## config.mk

```make
export PLATFORM = sky130hd
export DESIGN_NAME = cp0_access_unit
export DESIGN_NICKNAME = d
export VERILOG_FILES = /design/src/rtl/cp0_access_unit.sv
export SDC_FILE = /design/constraint.sdc
export NUM_CORES = 1
export LEC_CHECK = 0
export BUFFER_PORTS_ARGS = -buffer_cell sky130_fd_sc_hd__buf_4
export CORE_ASPECT_RATIO = 0.5
export CORE_MARGIN = 10
export CORE_UTILIZATION = 44
export CTS_CLUSTER_SIZE = 40
export DETAILED_ROUTE_END_ITERATION = 6
export MAX_ROUTING_LAYER = met4
export PLACE_DENSITY = 0.82
export SLEW_MARGIN = 40
export SYNTH_ARGS = -nofsm -noshare
export SYNTH_HDL_FRONTEND = slang
export SYNTH_SLANG_ARGS = --single-unit
export TNS_END_PERCENT = 5
```

## constraint.sdc

```tcl
create_clock -name clk -period 3.04 [get_ports clk]
set_clock_uncertainty 0.05 [all_clocks]
set_input_delay 0.152 -clock clk [delete_from_list [all_inputs] [get_ports clk]]
set_output_delay 0.152 -clock clk [all_outputs]
set_load 0.005 [all_outputs]
```

## src/rtl/cp0_access_unit.sv

```systemverilog
// Serialised, non-speculative MTC0/MFC0 executor: resolves the operand, waits for ROB head, does one CP0 access.
// Optional macro CP0_RD_BYPASS_EN returns the access result combinationally in the cp0_ack cycle.
module cp0_access_unit #(
  parameter int TAG_WIDTH = 6,
  parameter int ROB_WIDTH = 6
) (
  input  logic                 clk,
  input  logic                 rst,
  input  logic                 in_valid,
  output logic                 in_ready,
  input  logic [7:0]           in_cp0_addr,
  input  logic                 in_read_flag,
  input  logic                 in_write_flag,
  input  logic                 in_write_is_ref,
  input  logic [31:0]          in_write_data,
  input  logic [ROB_WIDTH-1:0] in_rob_id,
  input  logic                 bcast_valid,
  input  logic [TAG_WIDTH-1:0] bcast_tag,
  input  logic [31:0]          bcast_data,
  input  logic                 head_valid,
  input  logic [ROB_WIDTH-1:0] head_rob_id,
  input  logic                 flush,
  output logic                 cp0_req,
  output logic                 cp0_we,
  output logic [7:0]           cp0_addr,
  output logic [31:0]          cp0_wdata,
  input  logic                 cp0_ack,
  input  logic [31:0]          cp0_rdata,
  output logic                 res_valid,
  input  logic                 res_ready,
  output logic [ROB_WIDTH-1:0] res_rob_id,
  output logic [31:0]          res_data,
  output logic                 res_is_read
);

  typedef enum logic [2:0] {IDLE, WAIT_OPND, WAIT_HEAD, ACCESS, RESP} state_t;

  state_t                 state_q, state_d;
  logic [7:0]             addr_q, addr_d;
  logic                   we_q, we_d;
  logic [ROB_WIDTH-1:0]   rob_q, rob_d;
  logic [31:0]            data_q, data_d;   // operand/tag before access, read data after
  logic                   drop_q, drop_d;

  logic in_hit, opnd_hit, head_hit, byp_valid;

  assign in_hit   = bcast_valid && (bcast_tag == in_write_data[TAG_WIDTH-1:0]);
  assign opnd_hit = bcast_valid && (bcast_tag == data_q[TAG_WIDTH-1:0]);
  assign head_hit = head_valid && (head_rob_id == rob_q);

  always_ff @(posedge clk or negedge rst) begin
    if (!rst) begin
      state_q <= IDLE;
      addr_q  <= '0;
      we_q    <= 1'b0;
      rob_q   <= '0;
      data_q  <= '0;
      drop_q  <= 1'b0;
    end else begin
      state_q <= state_d;
      addr_q  <= addr_d;
      we_q    <= we_d;
      rob_q   <= rob_d;
      data_q  <= data_d;
      drop_q  <= drop_d;
    end
  end

  always_comb begin
    state_d = state_q;
    addr_d  = addr_q;
    we_d    = we_q;
    rob_d   = rob_q;
    data_d  = data_q;
    drop_d  = drop_q;
    case (state_q)
      IDLE: begin
        drop_d = 1'b0;
        if (!flush && in_valid && (in_read_flag || in_write_flag)) begin
          addr_d = in_cp0_addr;
          we_d   = in_write_flag;
          rob_d  = in_rob_id;
          data_d = in_write_data;
          if (in_write_flag && in_write_is_ref) begin
            if (in_hit) begin
              data_d  = bcast_data;
              state_d = WAIT_HEAD;
            end else begin
              state_d = WAIT_OPND;
            end
          end else begin
            state_d = WAIT_HEAD;
          end
        end
      end
      WAIT_OPND: begin
        if (flush) begin
          state_d = IDLE;
        end else if (opnd_hit) begin
          data_d  = bcast_data;
          state_d = WAIT_HEAD;
        end
      end
      WAIT_HEAD: begin
        if (flush)         state_d = IDLE;
        else if (head_hit) state_d = ACCESS;
      end
      ACCESS: begin
        // The CP0 side effect cannot be cancelled, so a flush only marks the result as dropped.
        if (flush) drop_d = 1'b1;
        if (cp0_ack) begin
          if (drop_q || flush) begin
            state_d = IDLE;
          end else begin
            if (!we_q) data_d = cp0_rdata;
`ifdef CP0_RD_BYPASS_EN
            state_d = res_ready ? IDLE : RESP;
`else
            state_d = RESP;
`endif
          end
        end
      end
      RESP: begin
        if (flush || res_ready) state_d = IDLE;
      end
      default: state_d = IDLE;
    endcase
  end

`ifdef CP0_RD_BYPASS_EN
  assign byp_valid = (state_q == ACCESS) && cp0_ack && !drop_q && !flush;
`else
  assign byp_valid = 1'b0;
`endif

  always_comb begin
    in_ready    = rst && (state_q == IDLE);
    cp0_req     = (state_q == ACCESS);
    cp0_we      = cp0_req && we_q;
    cp0_addr    = addr_q;
    cp0_wdata   = data_q;
    res_valid   = (state_q == RESP) || byp_valid;
    res_rob_id  = rob_q;
    res_is_read = res_valid && !we_q;
    res_data    = 32'h0;
    if (byp_valid && !we_q)                res_data = cp0_rdata;
    else if (state_q == RESP && !we_q)     res_data = data_q;
  end

endmodule

```

==> results of run 1 <==
timing repair:
item,4_1_cts,5_1_grt
setup endpoints to repair,0,0
setup buffers,0,0
endpoints found under the hold margin,51,0
hold buffers,1,0
synthesized netlist by cell type (5+ instances only):
master	number	area, µm²
mux2i_1	33	330
buf_2	7	35.0
a221oi_1	5	43.8
and2_1	34	213
nor2_1	41	154
xnor2_1	15	131
mux2_4	25	375
mux2_2	17	191
a221o_1	27	270
clkbuf_1	13	48.8
dfrtp_1	51	1280
a21oi_1	10	50.1
inv_1	5	18.8
state kept, by name, indices dropped and copies added (netlist names):
signal / cells
res_rob_id: 6
state_q: 3
drop_q: 1
cp0_addr: 8
we_q: 1
cp0_wdata: 32
cell type report:
| class | instances | area, µm² |
|---|---|---|
| Sequential cell | 51 | 1280 |
| Tap cell | 108 | 135 |
| Clock buffer | 5 | 125 |
| Timing Repair Buffer | 225 | 1700 |
| Inverter | 5 | 18.8 |
| Multi-Input combinational cell | 247 | 2080 |
| Clock inverter | 3 | 67.6 |
| Fill cell | 604 | 2140 |
layer usage:
layer	share of wire	vias up	routed length, µm
li1	-	1616	-
met2	0.53	136	6460
met4	0.013	0	160
met5	0	-	0
met3	0.047	15	571
met1	0.41	1601	4920
report_power, final:
| group | internal (W) | leakage [nW] | switching, W |
|---|---|---|---|
| logic | 0.00160 | 1.99 | 0.00108 |
| clock network | 0.000471 | 0.0900 | 0.000251 |
| registers | 0.00104 | 0.605 | 0.000306 |
worst max-delay path, cell delays in order (launching register included):
cell and delay [ns]:
dfrtp_1 0.49, nand2_1 0.08, or4_4 0.44, a211oi_4 0.39, and2_2 0.40, buf_12 0.25
mux2_4 0.32
how the worst max path moves through the flow:
stage,endpoint,slack [ns],startpoint,cells past startpoint
6_report,cp0_wdata[15]$_DFFE_PN0P_,0.47,state_q[0]$_DFFE_PN0P_,6
5_1_grt,cp0_wdata[15]$_DFFE_PN0P_,0.32,cp0_wdata[1]$_DFFE_PN0P_,6
4_1_cts,cp0_wdata[15]$_DFFE_PN0P_,0.49,state_q[0]$_DFFE_PN0P_,6
3_5_place_dp,cp0_wdata[15]$_DFFE_PN0P_,0.52,state_q[0]$_DFFE_PN0P_,6
3_3_place_gp,cp0_wdata[7]$_DFFE_PN0P_,0.61,state_q[0]$_DFFE_PN0P_,6
2_1_floorplan,cp0_wdata[10]$_DFFE_PN0P_,0.92,state_q[0]$_DFFE_PN0P_,8
through the flow:
stage | utilization | worst slack [ns] | hold slack, ns | std cells
global route | 0.717 | 0.322 | 0.0321 | 644
global placement | 0.690 | 0.611 | 0.178 | 635
finish | 0.717 | 0.474 | 0.0373 | 644
floorplan | - | 0.917 | -0.194 | 329
CTS | 0.717 | 0.493 | 0.0273 | 644
detailed placement | 0.690 | 0.515 | 0.180 | 635
cell families after synthesis:
| group | share of synthesized area |
|---|---|
| simple gates | 0.147 |
| buf+inv | 0.0512 |
| xor+xnor | 0.0448 |
| mux | 0.255 |
| compound gates | 0.140 |
| flops | 0.362 |
==> results.py, run 1 <==
metrics = {
    "run_status": {
        "status": "completed",
    },
    "timing": {
        "min_period_ns": 2.57,
        "setup-tns-final_ns": 0,
        "relSlewSlack": 0.550,
        "tightest_slew_ns": 0.670,
        "rsz0062_at_grt": "no",
        "timing_hold_violations_final": 0,
        "slew_violations": 0,
        "setup_viol": 0,
        "finalCritPeriodShare": 0.844,
        "clock.fmax_mhz": 390,
    },
    "synthesis": {
        "synthArstFlopShare": 1.00,
        "ys_ff_latch": 51,
        "synth_ff_type": "dfrtp_1",
        "syn_area_per_cell_um2": 10.7,
        "synth.distinct_cells": 43,
        "syn-cell-area_mm2": 0.00352,
        "synth_edf_count": 0,
        "synthCells": 329,
        "synthesis.nets": 462,
        "synth_warnings": 0,
        "ys_seq_area_frac": 0.362,
    },
    "grt": {
        "grt_usage": 0.191,
        "grt_overflow_total": 0,
        "globalRouteMet2Util": 0.347,
        "grt_pass1_wl_um": 18900,
        "grt_use_met1": 0.211,
        "met3_usage": 0.0335,
        "grt_busiest_layer": "met2",
        "grt_antenna_before_repair": 0,
        "grt_max_degree": 53,
        "grt_pass1_vias": 3557,
    },
    "cells_and_area": {
        "drive_gt1_frac": 0.530,
        "area.growth.synth_to_final_pct": 53.5,
        "finalNetCount": 668,
        "n_antenna_cell": 0,
        "mostFrequentLayoutCells": "223 x buf_4, 50 x dfrtp_1, 40 x nor2_1",
        "layout_commonest_cell": "buf_4",
        "finalInstanceArea_mm2": 0.00541,
    },
    "die": {
        "fp.dieW_um": 147,
        "num_rows": 22,
        "core_area_mm2": 0.00754,
        "die_h_um": 83.3,
        "io_pins": 216,
        "initial_core_util": 0.467,
        "dieArea_mm2": 0.0122,
    },
    "route": {
        "postRouteAntennaNets": 0,
        "drc": 0,
        "via_count": 3368,
        "first_pass_iters": 4,
        "drt_iter0_drc": 140,
        "wl_per_cell_um": 18.8,
        "avgViaCountPerCell": 5.23,
        "routed_wl_um": 12100,
    },
    "power": {
        "power_density_mw_per_mm2": 876,
        "ir_drop_mv": 0.443,
        "total_power_w": 0.00474,
        "leakagePower_nw": 2.68,
    },
    "clock_tree": {
        "clkSinkCount": 51,
        "numCtsBuffers": 5,
        "cts.repair.resized": 0,
        "max-clock-path-buffers": 2,
        "cts-htree-levels": 2,
        "cts_root_buffer": "clkbuf_16",
        "clk_latency_ns": 0.29,
        "cts_tree": "built",
        "clkTransAtPathRegs_ns": 0.07,
    },
    "setup_path": {
        "reg2reg_to": "cp0_wdata[15]$_DFFE_PN0P_",
        "cp.required_ns": 3.17,
        "r2r_cells": 6,
        "crit_type": "register to register",
        "critPathLaunchType": "register",
        "r2r_slack_ns": 0.47,
        "crit_arrival_ns": 2.69,
        "worstPathMaxFanout": 24,
        "reg2reg_from": "state_q[0]$_DFFE_PN0P_",
        "setup.worst_path.end_class": "register",
    },
    "place": {
        "dpl_cell_area_mm2": 0.00520,
        "dpl.hpwl_um": 9670,
        "gp_congestion": 0.874,
        "port_buffers": 215,
    },
    "hold_path": {
        "hold_end": "res_rob_id[4]$_DFFE_PN0P_",
        "min_delay_path_depth": 2,
        "hold_path.startpoint": "in_rob_id[4]",
        "hold_path_class": "primary input to register",
    },
    "job": {
        "drv_cap": 0,
    },
}
Power figures use the tool's default switching activity.
==> run 2, diff against run 1 <==
Settings changed: CORE_UTILIZATION 44 to 40, PLACE_DENSITY 0.82 to 0.78.
Clock period 3.04 ns to 2.05 ns, I/O delays scaled along.
==> run 2 against run 1 <==
Net effect:
- via count grew 4.2%
- register-to-register slack lost 0.44 ns
- routed wire length up 8.8%
- core utilization fell by 5.8 points
- combinational power increased by 62%
- non-clock buffer count increased by 33
- sequential share of layout area shrank 1.2 points
- total power up 51%
- worst setup slack got worse by 0.44 ns
- critical path depth fell by 1
- clock-buffer cell count stayed put
- global-route usage up 0.16 points
- highest routed layer unchanged
==> results.py, run 2 (same netlist as run 1, synthesis figures left out) <==
metrics = {
    "die": {
        "core_area_mm2": 0.00865,
        "die_h_um": 86.4,
        "io_pins": 216,
        "initial_core_util": 0.407,
        "dieArea_mm2": 0.0132,
        "num_rows": 24,
        "fp.dieW_um": 153,
    },
    "clock_tree": {
        "cts_root_buffer": "clkbuf_16",
        "clkTransAtPathRegs_ns": 0.07,
        "numCtsBuffers": 5,
        "cts_tree": "built",
        "cts-htree-levels": 2,
        "clk_latency_ns": 0.30,
        "max-clock-path-buffers": 2,
        "clkSinkCount": 51,
    },
    "cells_and_area": {
        "mostFrequentLayoutCells": "239 x buf_4, 50 x dfrtp_1, 40 x nor2_1",
        "n_antenna_cell": 0,
        "area.growth.synth_to_final_pct": 61.7,
        "finalInstanceArea_mm2": 0.00569,
        "finalNetCount": 701,
        "drive_gt1_frac": 0.533,
        "layout_commonest_cell": "buf_4",
        "largest_reg_flops": 32,
    },
    "setup_path": {
        "path_cells": "or4_4 -> a211oi_4 -> and2_4 -> buf_12 -> mux2_4",
        "cp.required_ns": 2.18,
        "setup.worst_path.end_class": "register",
        "cpPeakStageDelay_ns": 0.53,
        "critPathSlowestCell": "or4_4",
        "crit_type": "register to register",
        "critPathLaunchType": "register",
        "crit_arrival_ns": 2.15,
        "worstPathMaxFanout": 19,
    },
    "route": {
        "via_count": 3510,
        "postRouteAntennaNets": 0,
        "routed_wl_um": 13200,
        "avgViaCountPerCell": 5.12,
        "drc": 0,
        "drt_iter0_drc": 223,
        "first_pass_iters": 4,
        "wl_per_cell_um": 19.2,
    },
    "grt": {
        "grt_pass1_wl_um": 20300,
        "globalRouteMet2Util": 0.359,
        "grt_pass1_vias": 3865,
        "grt_overflow_total": 0,
        "grt_antenna_before_repair": 0,
        "grt_use_met1": 0.208,
        "met3_usage": 0.0351,
        "grt_usage": 0.192,
        "grt_busiest_layer": "met2",
        "grt_max_degree": 35,
    },
    "timing": {
        "rsz0062_at_grt": "yes",
        "finalCritPeriodShare": 0.986,
        "clock.fmax_mhz": 495,
        "setup_viol": 0,
        "tightest_slew_ns": 0.560,
        "relSlewSlack": 0.623,
        "timing_hold_violations_final": 0,
        "setup-tns-final_ns": 0,
        "min_period_ns": 2.02,
        "timing.hold.ws_ns": 0.0398,
        "slew_violations": 0,
    },
    "place": {
        "dpl_cell_area_mm2": 0.00540,
        "gp_congestion": 0.826,
        "port_buffers": 215,
        "dpl.hpwl_um": 10500,
    },
    "hold_path": {
        "hold_path_class": "primary input to register",
    },
    "power": {
        "ir_drop_mv": 0.710,
        "leakagePower_nw": 2.84,
        "power_density_mw_per_mm2": 1250,
    },
    "job": {
        "drv_cap": 0,
    },
    "run_status": {
        "status": "completed",
    },
}
==> run 2: cell count changes in the layout (fill, tap and decap cells not counted), moves of 2 or more <==
cell / delta
buf_12: +3
buf_4: +16
bufinv_16: -2
clkinv_2: +3
dlygate4sd3_1: +14
mux2_2: -2
mux2_4: +2
==> run 2: repair_timing <==
action,4_1_cts,5_1_grt
cloned,0,0
pin swaps,0,0
endpoints found under the hold margin,31,0
gates resized for setup,1,2
hold buffers,15,0
buffers inserted,0,0
setup endpoints to repair,6,16
==> run 2: power breakdown <==
group / internal, W / switching [W] / total, W
logic: 0.00261 / 0.00171 / 0.00432
clock network: 0.000446 / 0.000375 / 0.000822
registers: 0.00154 / 0.000454 / 0.00199
==> run 2: final timing paths <==
path | start | endpoint | slack, ns | cells past startpoint
worst max-delay path | drop_q$_DFFE_PN0P_ | cp0_wdata[21]$_DFFE_PN0P_ | 0.03 | 5
min in group asynchronous | rst | cp0_wdata[31]$_DFFE_PN0P_ | 0.17 | 2
worst max register to register | drop_q$_DFFE_PN0P_ | cp0_wdata[21]$_DFFE_PN0P_ | 0.03 | 5
worst min-delay path | in_write_flag | we_q$_DFFE_PN0P_ | 0.04 | 2
max in group asynchronous | rst | state_q[1]$_DFFE_PN0P_ | 1.04 | 3
worst min register to register | cp0_addr[7]$_DFFE_PN0P_ | cp0_addr[7]$_DFFE_PN0P_ | 0.46 | 1
==> run 2: critical path: cells and delay by family (launching register included) <==
family | cells | cell delay (ns)
compound gates | 1 | 0.23
simple gates | 2 | 0.74
flops | 1 | 0.38
mux | 1 | 0.31
buf+inv | 1 | 0.19
==> run 2: final cells by class <==
class / instances / area, µm²
Clock inverter: 3 / 15.0
Multi-Input combinational cell: 247 / 2090
Inverter: 5 / 18.8
Tap cell: 117 / 146
Clock buffer: 5 / 125
Fill cell: 693 / 2950
Sequential cell: 51 / 1280
Timing Repair Buffer: 258 / 2020
==> run 2: metrics by stage <==
stage	total power, W	cells	utilization	setup slack [ns]
2_1_floorplan	0.00458	329	-	-0.0399
3_3_place_gp	0.00616	663	0.624	0.0259
3_5_place_dp	0.00628	663	0.624	0.00720
4_1_cts	0.00716	686	0.658	0.0263
5_1_grt	0.00759	686	0.658	-0.0187
6_report	0.00713	686	0.658	0.0295
==> run 2: metal layers <==
metal,up-vias,part of all wire,wire length [µm]
met5,-,0,0
met4,0,0.018,231
met3,16,0.041,537
met2,109,0.54,7150
met1,1703,0.40,5250
li1,1682,-,-
